$ cat config.mk
export PLATFORM = sky130hd
export DESIGN_NAME = pwm_multichannel
export DESIGN_NICKNAME = d
export VERILOG_FILES = /design/src/rtl/pwm_pkg.sv /design/src/rtl/pwm_timebase.sv /design/src/rtl/pwm_multichannel.sv
export SDC_FILE = /design/constraint.sdc
export NUM_CORES = 1
export LEC_CHECK = 0
export BUFFER_PORTS_ARGS = -buffer_cell sky130_fd_sc_hd__buf_2
export CORE_MARGIN = 4
export CORE_UTILIZATION = 57
export CTS_BUF_LIST = sky130_fd_sc_hd__clkbuf_4
export DETAILED_ROUTE_END_ITERATION = 12
export PLACE_DENSITY = 0.75
export SETUP_SLACK_MARGIN = 0.3
export SYNTH_ARGS = -nofsm -noshare
export SYNTH_HDL_FRONTEND = slang
export SYNTH_SLANG_ARGS = --single-unit
$ cat constraint.sdc
create_clock -name clk -period 2.55 [get_ports clk]
set_input_delay 0.6375 -clock clk [delete_from_list [all_inputs] [get_ports clk]]
set_output_delay 0.6375 -clock clk [all_outputs]
set_load 0.1 [all_outputs]
$ cat src/rtl/pwm_pkg.sv
// Shared types and helpers for the multi-channel PWM peripheral.
package pwm_pkg;

    // Counter alignment held in the mode shadow register
    typedef enum logic {
        PWM_EDGE   = 1'b0,
        PWM_CENTER = 1'b1
    } pwm_mode_e;

    // Count direction; only center-aligned mode ever counts down
    typedef enum logic {
        DIR_UP   = 1'b0,
        DIR_DOWN = 1'b1
    } pwm_dir_e;

    // Largest counter/duty value for a given width (2^width - 1)
    function automatic int cnt_max(input int width);
        return (1 << width) - 1;
    endfunction

endpackage : pwm_pkg

$ cat src/rtl/pwm_timebase.sv
// Shared PWM timebase: prescaler, up/up-down counter and period boundary
// detection, with presc/mode shadows that reload only on a boundary.
module pwm_timebase
    import pwm_pkg::*;
#(
    parameter int CNT_W   = 8,
    parameter int PRESC_W = 8
) (
    input  logic               clk,
    input  logic               rst_n,
    input  logic [PRESC_W-1:0] presc,
    input  logic               center_mode,
    output logic [CNT_W-1:0]   cnt,
    output logic               boundary
);

    localparam logic [CNT_W-1:0] MAX_M1 = CNT_W'(cnt_max(CNT_W) - 1);

    logic [PRESC_W-1:0] pcnt;
    logic [PRESC_W-1:0] presc_act;
    pwm_mode_e          mode_act;
    pwm_dir_e           dir;
    logic               tick;

    assign tick = (pcnt == presc_act);

    // Period end: last up-count in edge mode, last down-count in center mode
    always_comb begin
        if (mode_act == PWM_EDGE) begin
            boundary = tick && (cnt == MAX_M1);
        end else begin
            boundary = tick && (dir == DIR_DOWN) && (cnt == CNT_W'(1));
        end
    end

    // Prescaler, counter and direction; shadows reload on the boundary
    // NOTE: sequential state uses <= so every register sees pre-edge values.
    always_ff @(posedge clk or negedge rst_n) begin
        if (!rst_n) begin
            pcnt      <= '0;
            cnt       <= '0;
            dir       <= DIR_UP;
            presc_act <= '0;
            mode_act  <= PWM_EDGE;
        end else begin
            pcnt <= tick ? '0 : pcnt + PRESC_W'(1);
            if (boundary) begin
                cnt       <= '0;
                dir       <= DIR_UP;
                presc_act <= presc;
                mode_act  <= center_mode ? PWM_CENTER : PWM_EDGE;
            end else if (tick) begin
                if (dir == DIR_DOWN) begin
                    cnt <= cnt - CNT_W'(1);
                end else if (cnt == MAX_M1) begin
                    // Only reachable in center mode: turn around at the top
                    dir <= DIR_DOWN;
                    cnt <= cnt - CNT_W'(1);
                end else begin
                    cnt <= cnt + CNT_W'(1);
                end
            end
        end
    end

endmodule : pwm_timebase

$ cat src/rtl/pwm_multichannel.sv
// Multi-channel PWM: one shared timebase feeding NUM_CH comparators, each
// with a pending/active duty pair so duty changes land on period boundaries.
module pwm_multichannel
    import pwm_pkg::*;
#(
    parameter int NUM_CH  = 16,
    parameter int CNT_W   = 8,
    parameter int PRESC_W = 8
) (
    input  logic                      clk,
    input  logic                      rst_n,
    input  logic [NUM_CH-1:0]         en_out,
    input  logic [NUM_CH-1:0]         en_pwm,
    input  logic [PRESC_W-1:0]        presc,
    input  logic                      center_mode,
    input  logic                      duty_wr,
    input  logic [$clog2(NUM_CH)-1:0] duty_ch,
    input  logic [CNT_W-1:0]          duty_val,
    output logic [NUM_CH-1:0]         out,
    output logic                      period_tick
);

    localparam int CH_W = $clog2(NUM_CH);

    logic [CNT_W-1:0]  cnt;
    logic              boundary;
    logic [NUM_CH-1:0] out_next;

    pwm_timebase #(
        .CNT_W   (CNT_W),
        .PRESC_W (PRESC_W)
    ) u_timebase (
        .clk         (clk),
        .rst_n       (rst_n),
        .presc       (presc),
        .center_mode (center_mode),
        .cnt         (cnt),
        .boundary    (boundary)
    );

    assign period_tick = boundary;

    for (genvar i = 0; i < NUM_CH; i++) begin : g_ch
        logic             wr_hit;
        logic [CNT_W-1:0] pending;
        logic [CNT_W-1:0] duty_act;

        // Out-of-range channel indices match no channel and are dropped
        assign wr_hit = duty_wr && (duty_ch == CH_W'(i));

        // Capture writes into pending; promote to active on the boundary,
        // forwarding a write that lands in the boundary cycle itself
        // NOTE: pending registers are reset explicitly so a reset discards
        // writes that had not yet reached a boundary.
        always_ff @(posedge clk or negedge rst_n) begin
            if (!rst_n) begin
                pending  <= '0;
                duty_act <= '0;
            end else begin
                if (wr_hit) begin
                    pending <= duty_val;
                end
                if (boundary) begin
                    duty_act <= wr_hit ? duty_val : pending;
                end
            end
        end

        // Disabled output is low; enabled without PWM is static high
        assign out_next[i] = en_out[i] && (!en_pwm[i] || (cnt < duty_act));
    end

    // Register the selected outputs so the pins are glitch-free
    always_ff @(posedge clk or negedge rst_n) begin
        if (!rst_n) begin
            out <= '0;
        end else begin
            out <= out_next;
        end
    end

endmodule : pwm_multichannel

==> impl_metrics.env <==
export IMPL_use_met3_pct=4.62
export IMPL_cts_root_buf="clkbuf_4"
export IMPL_synthMuxAreaShare_pct=12.3
export IMPL_clk_latency_ns=0.69
export IMPL_fin_setup_tns_ns=-0.244
export IMPL_fin_skew_ns=0.0529
export IMPL_synth_fa_ha_area_share_pct=10.4
export IMPL_synthXorXnorAreaFrac_pct=0.992
export IMPL_final_cells=1775
export IMPL_design_die_area_um2=27400
export IMPL_rsz0062_at_grt="true"
export IMPL_reg2regPathDepth=6
export IMPL_r2r_end="g_ch[2].duty_act[0]"
export IMPL_clkTransAtPathRegs_ns=0.06
export IMPL_use_met2_pct=36.3
export IMPL_seq_area_frac_synth_pct=52.8
export IMPL_grt_pass1_wl_mm=49.2
export IMPL_cts_htree_levels=3
export IMPL_violations="setup timing"
export IMPL_netlist_area_um2=14100
export IMPL_drv_slew=0
export IMPL_drive_above_1_share_pct=28.5
export IMPL_power_mw=10.3
export IMPL_wl_mm=29.7
export IMPL_pin_count=73
export IMPL_synth_distinct_cells=43
export IMPL_gr_total_overflow=0
export IMPL_path_class="register to output port"
export IMPL_critPathCaptureType="output port"
export IMPL_crit_required_ns=1.91
export IMPL_ant_nets=0
export IMPL_rows=57
export IMPL_synthCells=1249
export IMPL_syn2layout_area_growth_pct=14.7
export IMPL_worst_slew_pin_slew_ns=0.569
export IMPL_fp_dieH_um=165
export IMPL_cap_violations=0
export IMPL_grt_pass1_vias=9966
export IMPL_ys_async_sr_fraction_pct=100
export IMPL_yosysWarnings=0
export IMPL_final_util_pct=66.6
export IMPL_r2r_setup_slack_ns=0.34
export IMPL_synth_top_family_by_area="multiplexers"
export IMPL_dp_hpwl_mm=19.2
export IMPL_synth_compound_area_share_pct=10.9
export IMPL_initial_utilization_pct=58.1
export IMPL_worst_slack_ns=-0.244
export IMPL_r2r_start="u_timebase.cnt[5]"
export IMPL_place_port_buffers=72
export IMPL_min_to="u_timebase.presc_act[4]"
export IMPL_start_kind="register"
export IMPL_synth_simple_area_share_pct=7.17
export IMPL_power_leakage_nw=8.39
export IMPL_cts_buffer_depth=3
export IMPL_syn_num_nets=1422
export IMPL_routedWlPerCell_um=16.7
export IMPL_cts_tree="built"
export IMPL_setup_viol=1
export IMPL_min_path_type="input pin to register"
export IMPL_hold_path_cell_count=2
export IMPL_critical_path_arrival_ns=2.16
export IMPL_detail_route_first_pass_iterations=5
export IMPL_grt_use_total_pct=22.7
export IMPL_grt_max_degree=72
export IMPL_via_count=9627
export IMPL_worstPathMaxFanout=4
export IMPL_ys_ff_latch=298
export IMPL_antenna_found_initial=1
export IMPL_dp_cells=1642
export IMPL_coreArea_um2=24300
export IMPL_fp_dieW_um=165
export IMPL_via_per_inst=5.42
export IMPL_syn_area_per_cell_um2=11.3
export IMPL_holdCritStartpoint="presc[4]"
export IMPL_fin_crit_ns=2.79
export IMPL_gp_congestion=0.803
export IMPL_fmax_mhz=358
export IMPL_peakVddDrop_v=0.000335
export IMPL_cts_sinks=298
export IMPL_outcome="finished with violations"
export IMPL_fin_crit_sh_pct=110
export IMPL_slew_headroom_pct=62.1
export IMPL_nets=1577
export IMPL_synth_main_ff_cell="dfrtp_1"
export IMPL_hold_viol_final=0
export IMPL_cellPowerDensity_nw_per_um2=636
export IMPL_synth_edf_count=0
export IMPL_cts_buffers=76
export IMPL_grt_util_met1_pct=31.0
export IMPL_drt_initial_drc_count=427
export IMPL_drc_errors=0
export IMPL_busiest_layer="met2"
how the worst max path moves through the flow:
stage                                 start             endpoint  slack [ns]  depth (start not counted)
after global routing      u_timebase.cnt[5]          period_tick       -0.34                          4
after CTS                 u_timebase.cnt[5]          period_tick       -0.30                          4
after detailed placement  u_timebase.cnt[1]  g_ch[4].duty_act[5]        0.13                          8
after floorplan           u_timebase.cnt[3]          period_tick        0.08                          5
after global placement    u_timebase.cnt[0]  g_ch[2].duty_act[2]        0.26                          8
final                     u_timebase.cnt[5]          period_tick       -0.24                          4
cell usage after synthesis (5+ instances only):
cell	n	area, µm²
dfrtp_1	298	7460
mux2_2	153	1720
o21ai_0	136	681
inv_1	131	492
nand2_1	121	454
ha_1	117	1460
a21oi_1	38	190
a21o_1	33	248
nand3_1	24	120
clkbuf_1	22	82.6
nor2_1	22	82.6
nand2b_1	20	125
o21ai_1	17	85.1
a31oi_1	16	100
a41oi_1	16	140
buf_2	9	45.0
buf_6	9	101
xnor2_1	9	78.8
buf_4	8	60.1
xor2_1	7	61.3
nor3_1	5	25.0
cells in the final DEF, fill, tap and decap left out, types with 6 or more instances in the layout:
cell / count
ha_1: 116
nand3_1: 24
nand2b_1: 20
dfrtp_1: 291
a21oi_1: 38
a41oi_1: 16
mux2_2: 153
a21o_1: 33
buf_4: 37
o21ai_1: 17
nor2_1: 22
inv_1: 129
buf_2: 70
clkbuf_4: 115
xor2_1: 7
xnor2_1: 9
buf_12: 6
dfrtp_2: 7
o21ai_0: 136
a31oi_1: 16
nand2_1: 121
critical path, stage by stage (launching register included):
cell,delay (ns)
dfrtp_2,0.44
nor4_4,0.37
nand4_4,0.14
a211oi_4,0.33
buf_12,0.22
routing by layer:
layer	wire, µm	part of all wire [%]
met1	13500	45
met2	14300	48
met3	1390	4.7
met4	519	1.7
met5	0	0
cell type report:
cell class	count	area [µm²]
Tap cell	324	405
Fill cell	1863	8110
Inverter	131	494
Clock inverter	9	86.3
Clock buffer	115	863
Antenna cell	1	2.50
Multi-Input combinational cell	772	5920
Sequential cell	298	7470
Timing Repair Buffer	125	967
report_power, final:
part | internal [mW] | switching [mW]
Combinational | 0.426 | 0.517
Clock | 2.23 | 1.82
Sequential | 5.20 | 0.114
repair_timing:
| item | 4_1_cts | 5_1_grt |
|---|---|---|
| pin swaps | 1 | 0 |
| setup endpoints to repair | 96 | 102 |
| hold buffers | 1 | 0 |
| gates resized for setup | 5 | 8 |
| hold endpoints to repair | 60 | 0 |
| cloned | 1 | 2 |
| buffers inserted | 4 | 0 |
flip-flops by register name, summed over array words and instances, names as in the netlist:
| name | cells |
|---|---|
| g_ch.duty_act | 128 |
| u_timebase.cnt | 8 |
| out | 16 |
| u_timebase.presc_act | 8 |
| u_timebase.dir | 1 |
| g_ch.pending | 128 |
| u_timebase.pcnt | 8 |
| u_timebase.mode_act | 1 |
kinds of logic after synthesis:
kind of cell,after synthesis
AO/OA/AOI/OAI,266
XOR/XNOR,16
adder cells (fa/ha/maj),117
buffers and inverters,179
flip-flops,298
multiplexers,154
AND/OR/NAND/NOR,219
stage by stage:
step,area (µm²),worst slack (ns),hold WS (ns)
2_1_floorplan,14200,0.0820,0.342
3_3_place_gp,15100,0.265,0.475
3_5_place_dp,15100,0.134,0.478
4_1_cts,16100,-0.300,0.113
5_1_grt,16200,-0.345,0.142
6_report,16200,-0.244,0.184
(Power assumes the default switching activity.)
